<file path="src/rtl/core_pipe_ctrl_pkg.sv">
// rtl/core_pipe_ctrl_pkg.sv - shared hold levels, opcodes and FSM states for the pipe sequencer
package core_pipe_ctrl_pkg;

  localparam logic [2:0] HOLD_NONE = 3'd0;
  localparam logic [2:0] HOLD_PC   = 3'd1;
  localparam logic [2:0] HOLD_IF   = 3'd2;
  localparam logic [2:0] HOLD_ID   = 3'd3;

  localparam logic [6:0] INST_TYPE_L = 7'b0000011;

  typedef enum logic [1:0] {
    PIPE_IDLE     = 2'd0,
    PIPE_FLUSH    = 2'd1,
    PIPE_BUS_WAIT = 2'd2
  } pipe_state_e;

endpackage

</file>
<file path="src/rtl/core_hazard_det.sv">
// rtl/core_hazard_det.sv - combinational load-use hazard compare between EX and ID
import core_pipe_ctrl_pkg::*;

module core_hazard_det (
  input  logic [6:0] opcode_ex,
  input  logic       reg_we_ex,
  input  logic [4:0] rd_ex,
  input  logic [4:0] rs1_id,
  input  logic [4:0] rs2_id,
  input  logic       rs1_re_id,
  input  logic       rs2_re_id,
  output logic       load_use
);

  // A load in EX whose destination feeds an ID operand needs a replay; x0 never hazards.
  always_comb begin
    load_use = (opcode_ex == INST_TYPE_L) && reg_we_ex && (rd_ex != 5'd0) &&
               ((rs1_re_id && (rs1_id == rd_ex)) || (rs2_re_id && (rs2_id == rd_ex)));
  end

endmodule

</file>
<file path="src/rtl/core_pipe_ctrl.sv">
// rtl/core_pipe_ctrl.sv - pipeline sequencer: flush, load-use replay and bus-wait freeze with timeout trap
import core_pipe_ctrl_pkg::*;

module core_pipe_ctrl #(
  parameter int          FLUSH_CYCLES = 1,
  parameter int          BUS_TIMEOUT  = 255,
  parameter logic [31:0] TRAP_ADDR    = 32'h0000_0004
) (
  input  logic        clk,
  input  logic        rst,
  input  logic        jump_req_in,
  input  logic [31:0] jump_addr_in,
  input  logic [6:0]  opcode_ex_in,
  input  logic        reg_we_ex_in,
  input  logic [4:0]  rd_ex_in,
  input  logic [4:0]  rs1_id_in,
  input  logic [4:0]  rs2_id_in,
  input  logic        rs1_re_id_in,
  input  logic        rs2_re_id_in,
  input  logic [31:0] inst_addr_id_in,
  input  logic        mem_busy_in,
  output logic [2:0]  hold_flag_out,
  output logic        stall_out,
  output logic        jump_flag_out,
  output logic [31:0] jump_addr_out,
  output logic        bus_err_out
);

  localparam int FCNT_W = $clog2(FLUSH_CYCLES + 1);
  localparam int TCNT_W = $clog2(BUS_TIMEOUT + 1);
  localparam logic [FCNT_W-1:0] FLUSH_RELOAD = FCNT_W'(FLUSH_CYCLES - 1);
  localparam logic [TCNT_W-1:0] TCNT_LIMIT   = TCNT_W'(BUS_TIMEOUT);

  pipe_state_e       state, state_nx;
  logic [FCNT_W-1:0] fcnt, fcnt_nx;
  logic [TCNT_W-1:0] tcnt, tcnt_nx;
  logic              load_use;
  logic              idle_eval;
  logic              redirect;
  logic [31:0]       redirect_addr;

  core_hazard_det u_hazard (
    .opcode_ex (opcode_ex_in),
    .reg_we_ex (reg_we_ex_in),
    .rd_ex     (rd_ex_in),
    .rs1_id    (rs1_id_in),
    .rs2_id    (rs2_id_in),
    .rs1_re_id (rs1_re_id_in),
    .rs2_re_id (rs2_re_id_in),
    .load_use  (load_use)
  );

  // State and counter registers; reset returns to IDLE with nothing pending.
  always_ff @(posedge clk) begin
    if (rst) begin
      state <= PIPE_IDLE;
      fcnt  <= '0;
      tcnt  <= '0;
    end else begin
      state <= state_nx;
      fcnt  <= fcnt_nx;
      tcnt  <= tcnt_nx;
    end
  end

  // Next state and outputs; the first cycle of any event is decoded here with zero latency.
  always_comb begin
    state_nx      = state;
    fcnt_nx       = fcnt;
    tcnt_nx       = tcnt;
    hold_flag_out = HOLD_NONE;
    stall_out     = 1'b0;
    jump_flag_out = 1'b0;
    jump_addr_out = 32'd0;
    bus_err_out   = 1'b0;
    idle_eval     = 1'b0;
    redirect      = 1'b0;
    redirect_addr = 32'd0;

    case (state)
      PIPE_FLUSH: begin
        if (mem_busy_in) begin
          // Bus wait wins: freeze everything, bubble count paused.
          stall_out = 1'b1;
        end else if (jump_req_in) begin
          redirect      = 1'b1;
          redirect_addr = jump_addr_in;
        end else begin
          // ID holds a wrong-path instruction, so load-use is ignored here.
          hold_flag_out = HOLD_ID;
          fcnt_nx       = fcnt - 1'b1;
          if (fcnt_nx == '0) state_nx = PIPE_IDLE;
        end
      end
      PIPE_BUS_WAIT: begin
        if (mem_busy_in) begin
          if (tcnt == TCNT_LIMIT) begin
            bus_err_out   = 1'b1;
            redirect      = 1'b1;
            redirect_addr = TRAP_ADDR;
            tcnt_nx       = '0;
          end else begin
            stall_out = 1'b1;
            tcnt_nx   = tcnt + 1'b1;
          end
        end else begin
          // Bus released: service whatever IDLE would see this same cycle.
          tcnt_nx   = '0;
          state_nx  = PIPE_IDLE;
          idle_eval = 1'b1;
        end
      end
      default: idle_eval = 1'b1;
    endcase

    if (idle_eval) begin
      if (mem_busy_in) begin
        stall_out = 1'b1;
        state_nx  = PIPE_BUS_WAIT;
        tcnt_nx   = TCNT_W'(1);
      end else if (jump_req_in) begin
        redirect      = 1'b1;
        redirect_addr = jump_addr_in;
      end else if (load_use) begin
        // Replay: refetch the ID instruction, single cycle, no flush window.
        jump_flag_out = 1'b1;
        jump_addr_out = inst_addr_id_in;
        hold_flag_out = HOLD_ID;
      end
    end

    // Jumps and the bus trap share the same redirect-then-flush behaviour.
    if (redirect) begin
      jump_flag_out = 1'b1;
      jump_addr_out = redirect_addr;
      hold_flag_out = HOLD_ID;
      fcnt_nx       = FLUSH_RELOAD;
      state_nx      = (FLUSH_RELOAD == '0) ? PIPE_IDLE : PIPE_FLUSH;
    end

    if (rst) begin
      state_nx      = PIPE_IDLE;
      fcnt_nx       = '0;
      tcnt_nx       = '0;
      hold_flag_out = HOLD_NONE;
      stall_out     = 1'b0;
      jump_flag_out = 1'b0;
      jump_addr_out = 32'd0;
      bus_err_out   = 1'b0;
    end
  end

endmodule
</file>
<file path="config.mk">
export PLATFORM = sky130hd
export DESIGN_NAME = core_pipe_ctrl
export DESIGN_NICKNAME = d
export VERILOG_FILES = /design/src/rtl/core_pipe_ctrl_pkg.sv /design/src/rtl/core_hazard_det.sv /design/src/rtl/core_pipe_ctrl.sv
export SDC_FILE = /design/constraint.sdc
export NUM_CORES = 1
export LEC_CHECK = 0
export ABC_AREA = 0
export CORE_MARGIN = 5
export CORE_UTILIZATION = 32
export CTS_CLUSTER_SIZE = 28
export DETAILED_ROUTE_END_ITERATION = 6
export GPL_TIMING_DRIVEN = 0
export PLACE_DENSITY = 0.81
export REMOVE_ABC_BUFFERS = 1
export SYNTH_ARGS = -nofsm -noshare
export SYNTH_HDL_FRONTEND = slang
export SYNTH_HIERARCHICAL = 1
export SYNTH_SLANG_ARGS = --single-unit
</file>
<file path="constraint.sdc">
create_clock -name clk -period 2.9 [get_ports clk]
set_input_delay 0.58 -clock clk [delete_from_list [all_inputs] [get_ports clk]]
set_output_delay 0.58 -clock clk [all_outputs]
set_load 0.01 [all_outputs]
</file>
# Yosys cells after proc, flatten, opt, wreduce, memory -nomap -nowiden
# Cells that the tools add are included.
[word_totals] wordCells=82 output_inout_bits=38 in_bits=93 ff_bits=11
[classes] eq_ne=6 n_reduce_logical=9 n_bitwise=2 mux=60 add_sub_neg=2
[op_table] op="$mux 32" n=11
[op_table] op="$pmux 32 s2" n=1
[op_table] op="$mux 8" n=5
[op_table] op="$mux 3" n=8
[op_table] op="$mux 1" n=22
[op_table] op="$mux 2" n=9
[op_table] op="$eq 5x5->1" n=2
[op_table] op="$add 8x1->8 const B" n=1
[op_table] op="$eq 8x8->1 const B" n=1
[op_table] op="$eq 7x2->1 const B" n=1
[op_table] op="$pmux 1 s2" n=3
[op_table] op="$logic_and 1x1->1" n=5
[op_table] op="$reduce_bool 5->1" n=1
[op_table] op="$pmux 2 s2" n=1
[op_table] op="$reduce_and 3->1" n=1
[op_table] op="$eq 2x1->1 const B" n=1
[op_table] op="$eq 2x2->1 const B" n=1
[op_table] op="$not 1->1" n=2
[op_table] op="$reduce_or 2->1" n=1
[op_table] op="$logic_or 1x1->1" n=1
[op_table] op="$sub 1x1->1 const B" n=1

# Depth between registers and ports, before layout
[logic_depth] word_depth=10 depth_mapped=9 depth_no_buf=8

# Modules after synthesis
# Netlist, hierarchy kept.
[by_module_without_submodules] module="core_pipe_ctrl" cells_per_inst=212 area_each_um2=1352.5 n_inst=1
[by_module_without_submodules] module="core_hazard_det" cells_per_inst=20 area_each_um2=152.6 n_inst=1

# Worst setup path after synthesis
# No wires, ideal clock.
[synth_path] kind="in2out" startpoint="input port rd_ex_in[2]" endpoint="output port jump_addr_out[22]" stages=9 path_slack_ns=0.238 arrival_time_ns=2.082 n_path_buf=1 cell_sequence="xor2_1 -> nor4_1 -> nand3_1 -> a221oi_2 -> nor2_1 -> o2bb2ai_1 -> a22oi_1 -> buf_2 -> a21oi_1"
[synth_via] elab_chain_cells=10
[synth_lines] item="from (decl)" line="core_pipe_ctrl.sv:15" text="input logic [4:0] rd_ex_in,"
[synth_lines] item="$eq 5x5->1" line="core_hazard_det.sv:18" text="((rs1_re_id && (rs1_id == rd_ex)) || (rs2_re_id && (rs2_id == rd_ex)));"
[synth_lines] item="$logic_and 1x1->1" line="core_hazard_det.sv:18"
[synth_lines] item="$logic_or 1x1->1" line="core_hazard_det.sv:18"
[synth_lines] item="$logic_and 1x1->1 (*)" line="core_hazard_det.sv:17" text="load_use = (opcode_ex == INST_TYPE_L) && reg_we_ex && (rd_ex != 5'd0) &&"
[synth_lines] item="net load_use" line="core_pipe_ctrl.sv:37" text="logic load_use;"
[synth_lines] item="$mux 32 (*)" line="core_pipe_ctrl.sv:124" text="end else if (load_use) begin"
[synth_lines] item="$mux 32 (*)" line="core_pipe_ctrl.sv:121" text="end else if (jump_req_in) begin"
[synth_lines] item="$mux 32 (*)" line="core_pipe_ctrl.sv:117" text="if (mem_busy_in) begin"
[synth_lines] item="$mux 32 (*)" line="core_pipe_ctrl.sv:116" text="if (idle_eval) begin"
[synth_lines] item="$mux 32 (*)" line="core_pipe_ctrl.sv:133" text="if (redirect) begin"
[synth_lines] item="$mux 32 (*)" line="core_pipe_ctrl.sv:141" text="if (rst) begin"
[synth_lines] item="to (decl)" line="core_pipe_ctrl.sv:25" text="output logic [31:0] jump_addr_out,"
# Mark *: on every way through the listed nets, which the timed path passes. The rest lies on a longest branch.

# Final worst setup path
[layout_path] startpoint="input port rs2_id_in[0]" endpoint="output port jump_addr_out[2]"
[layout_via] elab_chain_cells=10
[layout_lines] item="from (decl)" line="core_pipe_ctrl.sv:17" text="input logic [4:0] rs2_id_in,"
[layout_lines] item="$eq 5x5->1" line="core_hazard_det.sv:18"
[layout_lines] item="$logic_and 1x1->1" line="core_hazard_det.sv:18"
[layout_lines] item="$logic_or 1x1->1" line="core_hazard_det.sv:18"
[layout_lines] item="$logic_and 1x1->1" line="core_hazard_det.sv:17"
[layout_lines] item="net load_use" line="core_pipe_ctrl.sv:37"
[layout_lines] item="$mux 32" line="core_pipe_ctrl.sv:124"
[layout_lines] item="$mux 32" line="core_pipe_ctrl.sv:121"
[layout_lines] item="$mux 32" line="core_pipe_ctrl.sv:117"
[layout_lines] item="$mux 32" line="core_pipe_ctrl.sv:116"
[layout_lines] item="$mux 32" line="core_pipe_ctrl.sv:133"
[layout_lines] item="$mux 32" line="core_pipe_ctrl.sv:141"
# The timed path passes the listed nets, and every way through them passes these cells.

==> summary.md <==
| Metric | Value |
|---|---|
| Cell Chain, Critical Path | clkdlybuf4s50_1 > xnor2_1 > nand3_1 > a221oi_2 > nor2_1 > o2bb2ai_1 > a22oi_2 > buf_8 > a311oi_2 > buf_2 |
| Number of antenna violations at the first check in global routing | 0 |
| Syn_area_per_cell | about 6.5 sq um |
| CTS Buf Count | 3 |
| DIE WIDTH | 78.59 um |
| Synth Area in Simple Gates | 39.15% |
| CTS sink cnt | 11 |
| Setup WS post-layout | -0.2176 ns |
| Worst Path Buf+Inv | 3 |
| Top post-synthesis cells by count | nand3_1, a21oi_1, clkbuf_1, nor2_1, dfxtp_1 |
| Register area share after synthesis | approximately 15% |
| CTS tree | built |
| Num rows | 25 |
| Synth top area share | 21.95% |
| FF+latch count, synth | 11 |
| RSZ-0062 raised after global routing | yes |
| Hold WS | around 0.49 ns |
| Period utilisation layout | 107.5% |
| Port Buf Inserts | approximately 130 |
| Failing checks | setup timing |
| WL final | about 7300 um |
| Die area | a little over 6000 sq um |
| Max Fclk | between 300 and 400 MHz |
| Post-synth EDFFs | 0 |
| Placeable Area | approximately 4600 sq um |
| GPL Wtd Cong | approximately 0.84 |
| Ys flop type | dfxtp_1 |
| Root buf cell | clkbuf_8 |
| Ant. Diodes | 0 |
| Clock Skews | ~0.00094 ns |
| DRT antenna net count | 0 |
| WS Path Type | in2out |
| Status | complete, but fails checks |
| Nature of the critical path startpoint | input port |
| 1st-pass router iterations | 5 |
| Overall Global Routing Usage | between 20% and 30% |
| WP data required | ~2.3 ns |
| P&R area growth vs syn | 98.01% |
| Leakage power | about 1.2 nW |
| Largest family of logic cells by synthesized area | simple AND/OR/NAND/NOR gates |
| Grt ovf | 0 |
| Max_slew headroom | a little under three fifths |
| Cell with the most instances after synthesis | nand3_1 |
| Setup TNS | -4.579 ns |
| Final-report hold violation count | 0 |
| Clk buf depth | 2 |
| Total number of vias | about 2300 |
| Max Cap Violations | 0 |
| Synth area leader | nand3_1 |
| CP max-delay cell | clkdlybuf4s50_1 |
| Maximum vdd ir drop | ~0.00024 V |
| Post-Syn Instances | around 230 |
| CTS clk-pin slew, worst paths | about 0.05 ns |
| Util after Layout | around 64% |
| Fillcell total | between 300 and 400 |
| Dpl hpwl | roughly 5000 um |
| Post-Synth XOR/XNOR Area | roughly 6.4% |
| Share of cells above drive strength 1 | 31.20% |
| Final Max Tran Viols | 0 |
| Skew-Pair Late Insertion Delay | between 0.2 and 0.25 ns |
| CTS H-tree lvls | 1 |
| Synth Area in Adders | 2.494% |
| Synthesized cell area | about 1500 sq um |
| Final Setup Violations | 33 |
| WP data arrival | roughly 2.5 ns |
| Initial Util | ~33% |
| Post-synthesis cell type count | 42 |
| PD cells | about 210 nW/um^2 |
| Ports | 131 |
| Routed wire per std cell | roughly 18 um |
| Drt drc | 0 |
| Synthesis warning total | 6 |
| Synth Area in Compound Gates | between 20% and 30% |
| Pre-CTS setup slack | -1.751 ns |
| Post-synthesis mux area share | 0% |
| CP Capture Type | primary output |
| Crit-path max cell delay | roughly 0.47 ns |
| Hold Crit Class | reg2reg |
| Setup slack, reg-to-reg | around 0.68 ns |
| Vias per cell | ~5.5 |
| DIE HEIGHT | around 79 um |
| Delay-heaviest family, CP | compound AO/OA/AOI/OAI gates |
| Largest net degree at the start of global routing | 36 |
| Largest cells by area after synthesis | nand3_1, dfxtp_1, a21oi_1 |
| Vias in the first global route | around 2200 |
| Fraction of registers with async set/reset | 0% |
| Fin nets | 456 |
| Initial DRC count | around 100 |
| First-pass GRT wire length | approximately 11000 um |
| Worst Path Max Fanout | 5 |
| Min Tclk post-route | 3.118 ns |
| Slew @ Worst Pin | 0.6463 ns |
final timing paths:
path | start | endpoint | depth (start not counted)
worst min register to register | tcnt[1] | tcnt[1] | 2
worst min-delay path | tcnt[1] | tcnt[1] | 2
worst max-delay path | rs2_id_in[0] | jump_addr_out[2] | 10
worst max register to register | state[1] | state[1] | 5
placed cells by master, fill, tap and decap left out, types with 2 or more instances in the layout:
master,synthesis,layout
a21o_1,3,3
a21oi_1,38,8
a21oi_2,0,29
a31oi_1,2,2
buf_2,5,37
buf_4,2,7
buf_6,4,12
buf_8,0,3
clkbuf_8,0,3
clkdlybuf4s50_1,0,75
dfxtp_1,11,11
dlygate4sd2_1,0,7
ha_1,3,2
inv_1,8,7
nand2_1,6,4
nand2b_1,5,5
nand3_1,66,66
nand3b_1,2,3
nand4_1,4,4
nor2_1,12,12
nor3_1,4,4
nor4_1,3,2
nor4_2,1,2
o21ai_0,6,5
xnor2_1,2,2
xor2_1,9,8
metrics by stage:
| stage | power (mW) | instances | cell area, sq um |
|---|---|---|---|
| after CTS | 0.6183 | 410 | 2930 |
| after global placement | 0.4339 | 392 | 2734 |
| after floorplan | 0.2527 | 209 | 1375 |
| final | 0.6263 | 413 | 2980 |
| after global routing | 0.6605 | 413 | 2980 |
| after detailed placement | 0.4422 | 394 | 2771 |
layer usage:
layer	vias up	part of all wire [%]	track usage, %
li1	1106	-	-
met1	1076	37	25.48
met2	95	51	40.75
met3	12	9.8	5.161
met4	0	1.9	5.944
met5	-	0	0
what timing repair did:
item	in CTS	in global routing
pin swaps	19	8
hold endpoints to repair	0	0
endpoints found under the setup margin	40	35
cloned	3	0
buffers inserted	9	4
hold buffers	0	0
resized for setup	233	26
layout make-up:
cell class                      instances  area [sq um]  area share [%]
Inverter                                8         30.03           1.008
Sequential cell                        11         220.2           7.389
Multi-Input combinational cell        192          1338           44.88
Tap cell                               54         67.56           2.267
Timing Repair Buffer                  144          1280           42.95
Clock buffer                            4         45.04           1.511
cells by family (layout without fill, tap and decap cells):
kind of cell,count (synthesis),in the layout
other,1,1
adders and majority gates,3,3
DFF,11,11
buffers and inverters,31,156
and+or+nand+nor,112,114
xor gates and xnor gates,11,11
AOI/OAI and AO/OA,63,63
sequential cells by signal, summed over array words and instances, names as in the netlist:
register and flops:
tcnt 8, state 2, fcnt 1
power by group:
part	switching (mW)	leakage [nW]	internal, mW
clock network	0.0607	0.0228	0.0968
logic	0.129	1.07	0.182
registers	0.00337	0.0891	0.154
total	0.193	1.18	0.433
tightest hold or removal path, cell delays in order (launching register included):
cell	delay, ns
dfxtp_1	0.32
nand2b_1	0.07
a21oi_1	0.06
(Power assumes the default switching activity.)
==> patch: new RTL, same settings <==
Re-encode `pipe_state_e` (3 states) as one-hot, 3 bits wide.
--- a/src/rtl/core_pipe_ctrl_pkg.sv
+++ b/src/rtl/core_pipe_ctrl_pkg.sv
@@ -9,8 +9,8 @@
   localparam logic [6:0] INST_TYPE_L = 7'b0000011;
 
-  typedef enum logic [1:0] {
-    PIPE_IDLE     = 2'd0,
-    PIPE_FLUSH    = 2'd1,
-    PIPE_BUS_WAIT = 2'd2
+  typedef enum logic [2:0] {
+    PIPE_IDLE     = 3'b001,
+    PIPE_FLUSH    = 3'b010,
+    PIPE_BUS_WAIT = 3'b100
   } pipe_state_e;
 
Function: no difference found for any inputs over 10 cycles, from zero or initial values and one cycle with rst high; not proved beyond that.
==> patch against the unedited design <==
The run still ends with setup timing left. Sequential share of layout area is 1.9 points higher. Count of clock-buffer cells in the layout stayed put. Power is 8.4% lower. Sequential cell count is 1 higher. Synthesized area is 18% lower. Routed wire length is 20% lower. Register-to-register slack better by 490 ps. Setup slack better by 94 ps. Global-route usage is 0.23 points lower. Non-clock buffer count is 6 lower. Final area is 13% lower. Critical path type unchanged. Largest cell class is now buffers. Largest power group unchanged.
==> patch: results <==
{
  "status": "complete, but fails checks",
  "violations": "setup timing",
  "synthAdderAreaFrac_pct": 1.018,
  "crit_arrival_ps": 2440,
  "worstReg2RegStart": "state[2]",
  "synthTopCellsByCount": "31 x a22o_1, 12 x dfxtp_1, 10 x nor2_1, 9 x nand2_1",
  "drt-total-wl_um": 5801,
  "met2_usage_pct": 42.04,
  "wl_met1_um": 1935,
  "r2r-end": "tcnt[4]",
  "crit_family": "buffers and inverters",
  "dr.pass1.iters": 4,
  "crit_end": "jump_addr_out[10]",
  "grt_pass1_vias": 1889,
  "multi_input_area_share_pct": 36.07,
  "drt_iter0_markers": 109,
  "clock_skew_ps": 1.502,
  "r2r_slack_ps": 1170,
  "reg_top3": "tcnt: 8 flops, state: 3 flops, fcnt: 1 flops",
  "route.met2.wl_um": 3090,
  "met3_usage_pct": 8.726,
  "vias": 1794,
  "ir_drop_v": 0.00009432,
  "grtUsageTotal_pct": 21.98,
  "setup_viol": 33,
  "synthXorXnorAreaFrac_pct": 8.554,
  "dr_wl_met3_um": 629,
  "num-fill-cells": 308,
  "whs_ps": 493.3,
  "slew_headroom_pct": 63.41,
  "grt_start_max_net_pins": 26,
  "synth_cell_type_count": 39,
  "hpwl_um": 4693,
  "seq_share_pct": 9.257,
  "dp_slack_ps": -1272,
  "drive_above_1_share_pct": 24.39,
  "r2r_cells": 3,
  "use_met1_pct": 21.15,
  "buffer_area_share_pct": 49.95,
  "fin_ws_ps": -123.6,
  "clkCellAreaFrac_pct": 2.122,
  "finalSetupTns_ps": -2717
}
patch: cell types whose count changed after synthesis, moves of 3 or more:
cell / change
a21o_1: -3
a21oi_1: -32
a22o_1: +31
buf_6: -3
clkbuf_1: -4
inv_1: -6
nand2_1: +3
nand3_1: -58
nor3_1: +4
patch: timing repair:
item / in CTS / in global routing
buffers inserted: 7 / 2
endpoints found under the setup margin: 35 / 36
cloned: 2 / 0
pin swaps: 29 / 15
gates resized for setup: 218 / 11
hold buffers: 0 / 0
patch: where the power goes:
| group | leakage [nW] | switching (mW) | internal (mW) |
|---|---|---|---|
| registers | 0.0975 | 0.00405 | 0.168 |
| clock network | 0.0288 | 0.0622 | 0.120 |
| logic | 0.968 | 0.0732 | 0.146 |
patch: stage by stage:
step	std cells	power (mW)	util, %	instance area, um^2
after floorplan	145	0.2299	-	1157
after global placement	322	0.3987	68.01	2509
after detailed placement	324	0.4046	69.64	2569
after CTS	337	0.5727	71.61	2641
after global routing	335	0.6034	70.35	2595
final	335	0.5736	70.35	2595
